[src/rtl/event_or_capture_pkg.sv]
// ============================================================================
// Module  : event_or_capture_pkg
// Brief   : Edge-mode encodings, FSM states and the per-channel match helper.
// Config  : EVENT_OR_SYNC_EN selects how many clocks the arm delay spans.
// Revision: 1.0 - initial release
// ============================================================================
`default_nettype none

package event_or_capture_pkg;

  localparam logic [1:0] EV_OFF = 2'b00;
  localparam logic [1:0] EV_POS = 2'b01;
  localparam logic [1:0] EV_NEG = 2'b10;
  localparam logic [1:0] EV_ANY = 2'b11;

  typedef enum logic [0:0] {
    ST_IDLE = 1'b0,
    ST_HOLD = 1'b1
  } state_t;

  // Clocks after reset before the edge detectors hold trustworthy history.
`ifdef EVENT_OR_SYNC_EN
  localparam int c_ARM_CYC = 3;
`else
  localparam int c_ARM_CYC = 1;
`endif

  function automatic logic edge_match(input logic [1:0] mode, input logic p, input logic s);
    logic m;
    m = 1'b0;
    case (mode)
      EV_OFF: m = 1'b0;
      EV_POS: m = ~p & s;
      EV_NEG: m = p & ~s;
      EV_ANY: m = p ^ s;
    endcase
    return m;
  endfunction

endpackage

`default_nettype wire

[src/rtl/event_or_capture_ev_edge_det.sv]
// ============================================================================
// Module  : event_or_capture_ev_edge_det
// Brief   : One event channel: optional 2-flop sync, previous-sample flop and
//           mode match. Config macro: EVENT_OR_SYNC_EN.
// Revision: 1.0 - initial release
// ============================================================================
`default_nettype none

module event_or_capture_ev_edge_det
  import event_or_capture_pkg::*;
(
  input  logic       clk,
  input  logic       rst,
  input  logic       i_ev,
  input  logic [1:0] i_mode,
  input  logic       i_armed,
  input  logic       i_enable,
  output logic       o_hit
);

  logic w_samp;
  logic r_prev;

`ifdef EVENT_OR_SYNC_EN
  logic r_sync1;
  logic r_sync2;

  always_ff @(posedge clk or posedge rst) begin
    if (rst) begin
      r_sync1 <= 1'b0;
      r_sync2 <= 1'b0;
    end else begin
      r_sync1 <= i_ev;
      r_sync2 <= r_sync1;
    end
  end

  assign w_samp = r_sync2;
`else
  assign w_samp = i_ev;
`endif

  // History tracks the input even while the channel is off or disabled, so
  // turning it on later cannot fabricate an edge.
  always_ff @(posedge clk or posedge rst) begin
    if (rst) r_prev <= 1'b0;
    else     r_prev <= w_samp;
  end

  assign o_hit = i_armed & i_enable & edge_match(i_mode, r_prev, w_samp);

endmodule

`default_nettype wire

[src/rtl/event_or_capture.sv]
// ============================================================================
// Module  : event_or_capture
// Brief   : N-channel edge-event OR trigger capturing a data word into a
//           valid/ready register with a saturating drop counter.
//           Config macro: EVENT_OR_SYNC_EN (input synchronizers).
// Revision: 1.0 - initial release
// ============================================================================
`default_nettype none

module event_or_capture
  import event_or_capture_pkg::*;
#(
  parameter int NUM_CH = 3,
  parameter int DATA_W = 8,
  parameter int CNT_W  = 8
) (
  input  logic                clk,
  input  logic                rst,
  input  logic [NUM_CH-1:0]   ev_in,
  input  logic [2*NUM_CH-1:0] ch_mode,
  input  logic                enable,
  input  logic [DATA_W-1:0]   data_in,
  output logic [DATA_W-1:0]   cap_data,
  output logic [NUM_CH-1:0]   cap_src,
  output logic                cap_valid,
  input  logic                cap_ready,
  output logic                ev_pulse,
  output logic [CNT_W-1:0]    drop_cnt
);

  logic [1:0]        r_arm_cnt;
  logic              r_armed;
  logic [NUM_CH-1:0] w_hit;
  logic              w_ev;
  state_t            r_state;
  state_t            w_next;
  logic              w_load;
  logic              w_drop;
  logic [DATA_W-1:0] r_cap_data;
  logic [NUM_CH-1:0] r_cap_src;
  logic              r_ev_pulse;
  logic [CNT_W-1:0]  r_drop_cnt;

  always_ff @(posedge clk or posedge rst) begin
    if (rst) begin
      r_arm_cnt <= 2'd0;
      r_armed   <= 1'b0;
    end else if (!r_armed) begin
      if (r_arm_cnt == 2'(c_ARM_CYC - 1)) r_armed   <= 1'b1;
      else                                r_arm_cnt <= r_arm_cnt + 2'd1;
    end
  end

  for (genvar i = 0; i < NUM_CH; i++) begin : g_ch
    event_or_capture_ev_edge_det u_det (
      .clk      (clk),
      .rst      (rst),
      .i_ev     (ev_in[i]),
      .i_mode   (ch_mode[2*i +: 2]),
      .i_armed  (r_armed),
      .i_enable (enable),
      .o_hit    (w_hit[i])
    );
  end

  assign w_ev = |w_hit;

  always_ff @(posedge clk or posedge rst) begin
    if (rst) r_state <= ST_IDLE;
    else     r_state <= w_next;
  end

  // Accepting and recapturing in one cycle keeps back-to-back events bubble-free.
  always_comb begin
    w_next = r_state;
    w_load = 1'b0;
    w_drop = 1'b0;
    case (r_state)
      ST_IDLE: begin
        if (w_ev) begin
          w_load = 1'b1;
          w_next = ST_HOLD;
        end
      end
      ST_HOLD: begin
        if (cap_ready) begin
          if (w_ev) w_load = 1'b1;
          else      w_next = ST_IDLE;
        end else if (w_ev) begin
          w_drop = 1'b1;
        end
      end
      default: w_next = ST_IDLE;
    endcase
  end

  always_ff @(posedge clk or posedge rst) begin
    if (rst) begin
      r_cap_data <= '0;
      r_cap_src  <= '0;
      r_ev_pulse <= 1'b0;
      r_drop_cnt <= '0;
    end else begin
      r_ev_pulse <= w_ev;
      if (w_load) begin
        r_cap_data <= data_in;
        r_cap_src  <= w_hit;
      end
      if (w_drop && (r_drop_cnt != {CNT_W{1'b1}})) r_drop_cnt <= r_drop_cnt + 1'b1;
    end
  end

  assign cap_data  = r_cap_data;
  assign cap_src   = r_cap_src;
  assign cap_valid = (r_state == ST_HOLD);
  assign ev_pulse  = r_ev_pulse;
  assign drop_cnt  = r_drop_cnt;

endmodule

`default_nettype wire

[config.mk]
export PLATFORM = sky130hd
export DESIGN_NAME = event_or_capture
export DESIGN_NICKNAME = d
export VERILOG_FILES = /design/src/rtl/event_or_capture_pkg.sv /design/src/rtl/event_or_capture_ev_edge_det.sv /design/src/rtl/event_or_capture.sv
export SDC_FILE = /design/constraint.sdc
export NUM_CORES = 1
export LEC_CHECK = 0
export ABC_AREA = 1
export CAP_MARGIN = 20
export CORE_UTILIZATION = 45
export DETAILED_ROUTE_END_ITERATION = 12
export GPL_ROUTABILITY_DRIVEN = 0
export GPL_TIMING_DRIVEN = 0
export PLACE_DENSITY = 0.73
export SYNTH_ARGS = -nofsm -noshare
export SYNTH_HDL_FRONTEND = slang
export SYNTH_SLANG_ARGS = --single-unit
[constraint.sdc]
create_clock -name clk -period 1.8 [get_ports clk]
set_input_delay 0.27 -clock clk [delete_from_list [all_inputs] [get_ports clk]]
set_output_delay 0.27 -clock clk [all_outputs]
set_load 0.005 [all_outputs]
[After elaboration in Yosys (flattened, before gate mapping)]
Cells that the tools add are included.
Word-level totals
  flip-flop bits (word level): 27
  bits of input ports: 21
Cells by class
  add/subtract/negate cells: 2
  equality and inequality tests: 10
  multiplexer cells: 12
  bitwise operators: 22
  reduce and logical (&&, ||, !) cells: 7
Operators by type and width (number)
  $eq 2x2->1 const B: 6
  $pmux 1 s4: 3
  $and 1x1->1: 10
  $not 1->1: 9
  $add 8x1->8 const B: 1
  $logic_not 2->1: 4
  $ne 8x8->1 const B: 1
  $mux 1: 7
  $eq 2x1->1 const B: 3
  $pmux 1 s2: 2
  $reduce_or 3->1: 1
  $xor 1x1->1: 3
  $add 2x1->2 const B: 1
  $reduce_and 2->1: 1
  $logic_and 1x1->1: 1

[Logic depth before layout (Yosys ltp)]
Gate-level depths: netlist of the first run.
  depth in word-level cells: 9
  gate-level depth with buffers: 11
  mapped depth without buffers: 10

[Modules after synthesis]
A second synthesis of the first run with hierarchy kept.
Second synthesis, totals
  cells, all modules: 194
  area, all modules: 1461.4 sq um
Modules (own cells, without submodules)
  event_or_capture: times used 1, cells an instance 137, area an instance 1131.1 sq um, sequential area each 600.6 sq um
  event_or_capture_ev_edge_det: times used 3, cells an instance 19, area an instance 110.1 sq um, sequential area each 25.0 sq um

[Worst setup path after synthesis of the first run]
OpenSTA, ideal clock, no wires.
  path type: register -> register
  start point: reg g_ch[0].u_det.r_prev
  end point: reg r_cap_data[0], in the netlist cap_data[0]
  library setup time: 0.117 ns
  arrival: 1.307 ns
  data required time: 1.683 ns
  path slack: 0.376 ns
  cell stages (with the launch flop): 11
  path buffers: 1
  cell sequence: dfrtp_1 -> ha_1 -> inv_1 -> nand2_1 -> nand3_1 -> nand2_1 -> nand3_4 -> nand2_2 -> buf_6 -> nand2_1 -> nand2_1
On the way
  word-level cells in the longest chain between the ends: 8
  elaborated cells between the ends (all ways): 10
  those cells by class: mux: 4; bitwise: 5; reduce/logical: 1
RTL lines
  from (decl): RTL line event_or_capture_ev_edge_det.sv:22  | logic r_prev;
  from (signal assigned): RTL line event_or_capture_ev_edge_det.sv:47  | else r_prev <= w_samp;
  $not 1->1: RTL line event_or_capture_pkg.sv:33  | EV_POS: m = ~p & s;
  $and 1x1->1: RTL line event_or_capture_pkg.sv:33
  $pmux 1 s4 (*): RTL line event_or_capture_pkg.sv:31  | case (mode)
  $and 1x1->1 (*): RTL line event_or_capture_ev_edge_det.sv:50  | assign o_hit = i_armed & i_enable & edge_match(i_mode, r_prev, w_samp);
  $reduce_or 3->1 (*): RTL line event_or_capture.sv:66  | assign w_ev = |w_hit;
  $mux 1 (*): RTL line event_or_capture.sv:80, event_or_capture.sv:87
  $mux 1: RTL line event_or_capture.sv:86  | if (cap_ready) begin
  $pmux 1 s2 (*): RTL line event_or_capture.sv:78  | case (r_state)
  to (signal assigned): RTL line event_or_capture.sv:106  | r_cap_data <= data_in;
  to (decl): RTL line event_or_capture.sv:39  | logic [DATA_W-1:0] r_cap_data;
Every way passes the cells marked *; elsewhere a longest branch is shown, timed or not.
A chain may end at the register's enable or synchronous reset.

[Final worst setup path of the first run]
  start point: in ev_in[1]
  end point: reg r_cap_data[2], in the netlist cap_data[2]
On the way
  word-level cells in the longest chain between the ends: 8
  elaborated cells between the ends (all ways): 10
  those cells by class: mux: 4; bitwise: 5; reduce/logical: 1
RTL lines
  from (decl): RTL line event_or_capture.sv:19  | input logic [NUM_CH-1:0] ev_in,
  $not 1->1: RTL line event_or_capture_pkg.sv:34  | EV_NEG: m = p & ~s;
  $and 1x1->1: RTL line event_or_capture_pkg.sv:34
  $pmux 1 s4 (*): RTL line event_or_capture_pkg.sv:31
  $and 1x1->1 (*): RTL line event_or_capture_ev_edge_det.sv:50
  $reduce_or 3->1 (*): RTL line event_or_capture.sv:66
  $mux 1 (*): RTL line event_or_capture.sv:80, event_or_capture.sv:87
  $mux 1: RTL line event_or_capture.sv:86
  $pmux 1 s2 (*): RTL line event_or_capture.sv:78
Marked as above.

==> metrics.cfg, run 1 <==
[run_status]
status = complete, but fails checks
violations = design-rule violations

[drt]
vias = 1270
viasPerCell = 4.96
drc_errors = 4
drt-initial-drc-count = 53
drt_pass1_iterations = 8
routedWlPerCell_microns = 12.0
ant_nets = 0
wl_microns = 3080

[place]
io_buffer_count = 41
dp_slack_ps = -329
place_inst = 248
dpl.hpwl_microns = 2310

[synthesis]
syn_area_sq_um = 1410
ys_warn_count = 0
synth_seq_cells = 27
ys_types = 16
syn_area_per_cell_sq_um = 8.00
synthesis.nets = 205
yosysSeqAreaShare_pct = 48.0
postSynthCellCount = 176

[sta]
finalSetupViolCount = 0
post-route-period-util_pct = 92.8
hold_violations = 0
fin_worst_skew_ps = 2.70
finalCriticalPeriod_ps = 1670
max_freq_mhz = 599
tightest_slew_ps = 437
tns_ps = 0
worst_slack_ps = 130
maxSlewViolCount = 0
grt_setup_unrepaired = false
max-slew-margin-rel_pct = 70.9

[clock_network]
path_clk_slew_ps = 140
cts_buffers = 3
cts_tree = built
clk_latency_ps = 320
clock_path_buffers = 2
htreeDepth = 1
cts_root_buf = clkbuf_4
clock-sinks = 27

[power_and_ir_drop]
peakVddDrop_uv = 545
p_total_w = 0.00164
cellLeakagePower_nw = 1.06
p_per_area_nw_per_um2 = 846

[setup_path]
required_ps = 2030
startpoint_type = primary input
critical_path_arrival_ps = 1900
reg2reg_to = cap_data[2]$_DFFE_PP0P_
worstRegToRegCells = 10
ff2ff_setup_slack_ps = 230
r2r-start = g_ch[0].u_det.r_prev$_DFF_PP0_
crit_path_end_kind = flop
cp-endpoint = cap_data[2]$_DFFE_PP0P_
path_max_fanout = 10
critPathKind = in2reg
critPathLaunch = ev_in[1]

[flow_run]
cap_violations = 0

[cells_and_area]
final_cell_mix = 63 x nand2_1, 40 x clkdlybuf4s50_1, 29 x inv_1, 27 x dfrtp_1, 24 x nand3_1
final_core_util_pct = 68.0
fin_cells = 256
num-nets-final = 255
final_common_cell = nand2_1
drive_above_1_share_pct = 6.67
fill_cells = 240
syn_to_final_growth_pct = 37.8
antennaDiodeCount = 0

[floorplan]
die_area_sq_um = 3360
num_rows = 19
coreArea_sq_um = 2850
die_h_microns = 57.9
pin_count = 42
start_util_pct = 49.3
die_w_microns = 57.9

[grt]
gr-total-overflow = 0
antenna_found_initial = 0
grt_pass1_wl_microns = 5220
grt_max_degree = 28
grt_pass1_vias = 1256
track_usage_pct = 20.2

[hold_path]
min_from = ev_in[0]
hp-class = in2reg

worst min path at each step:
stage          depth (start not counted)                             end  slack, ps
3_3_place_gp                           2         cap_data[1]$_DFFE_PP0P_        450
6_report                               1  g_ch[0].u_det.r_prev$_DFF_PP0_        110
2_1_floorplan                          0  g_ch[0].u_det.r_prev$_DFF_PP0_        300
5_1_grt                                1  g_ch[0].u_det.r_prev$_DFF_PP0_        110
3_5_place_dp                           2         cap_data[0]$_DFFE_PP0P_        460
4_1_cts                                1  g_ch[0].u_det.r_prev$_DFF_PP0_        430
report_power, final:
part	internal [W]	switching, W
registers	0.000713	0.0000942
clock network	0.0000833	0.000173
logic	0.000334	0.000243
total	0.00113	0.000510
worst max-delay path, cell delays in order:
cell and delay, ps:
clkdlybuf4s50_1 500, inv_1 60, ha_1 280, inv_1 50
nand2_1 50, nand3_1 80, nand2_1 110, nand3_4 160
nand2_2 80, buf_6 140, nand2_1 50, nand2_1 50
kinds of logic after synthesis:
| family | count (synthesis) | synth area share (%) |
|---|---|---|
| AND/OR/NAND/NOR | 97 | 29.9 |
| buffers and inverters | 34 | 10.1 |
| flip-flops | 27 | 48.0 |
| adder cells (fa/ha/maj) | 8 | 7.11 |
| AO/OA/AOI/OAI | 5 | 1.78 |
| XOR/XNOR | 5 | 3.11 |
flip-flops by register name, indices dropped and copies added (netlist names):
signal             cells
cap_data               8
cap_src                3
cap_valid              1
drop_cnt               8
ev_pulse               1
g_ch.u_det.r_prev      3
r_arm_cnt              2
r_armed                1
synth_stat cells (all sizes together):
| cell type | count | share of area (%) |
|---|---|---|
| a21oi | 3 | 1.1 |
| nand3 | 25 | 9.8 |
| clkbuf | 1 | 0.27 |
| nand4 | 4 | 1.8 |
| ha | 8 | 7.1 |
| inv | 31 | 8.3 |
| nand2 | 65 | 18 |
| nor2 | 3 | 0.80 |
| buf | 2 | 1.6 |
| xor2 | 3 | 1.9 |
| o21ai | 2 | 0.71 |
| dfrtp | 27 | 48 |
| xnor2 | 2 | 1.2 |
final cells by class:
type | count | area, sq um | area share (%)
buffer | 3 | 26.3 | 1.35
clock buffer | 3 | 22.5 | 1.16
clock inverter | 1 | 5.00 | 0.258
inverter | 31 | 116 | 6.00
multi-input combinational | 115 | 592 | 30.5
sequential | 27 | 676 | 34.8
tap | 31 | 38.8 | 2.00
timing repair buffer | 45 | 463 | 23.9
stage by stage:
stage	cell area [sq um]	hold WS, ps
2_1_floorplan	1410	301
3_3_place_gp	1860	455
3_5_place_dp	1860	459
4_1_cts	1880	431
5_1_grt	1940	115
6_report	1940	110
per-layer routing:
layer  routed length, microns  vias to the layer above  track usage, %
met2                     1630                       28            36.9
met5                        0                        -               0
met1                     1280                      599            23.5
met4                       21                        0            5.44
li1                         -                      641               -
met3                      143                        2            4.91
what timing repair did:
item	4_1_cts	5_1_grt
hold buffers	0	0
setup endpoints to repair	0	18
resized for setup	0	2
setup buffers	0	3
Note: power is estimated with default switching activity, not from simulation.
==> inputs of run 2 (changes only) <==
Settings changed: SKIP_CTS_REPAIR_TIMING from default to 1.
==> results of run 2 <==
Final layout, timing and power as in run 1 (identical DEF).
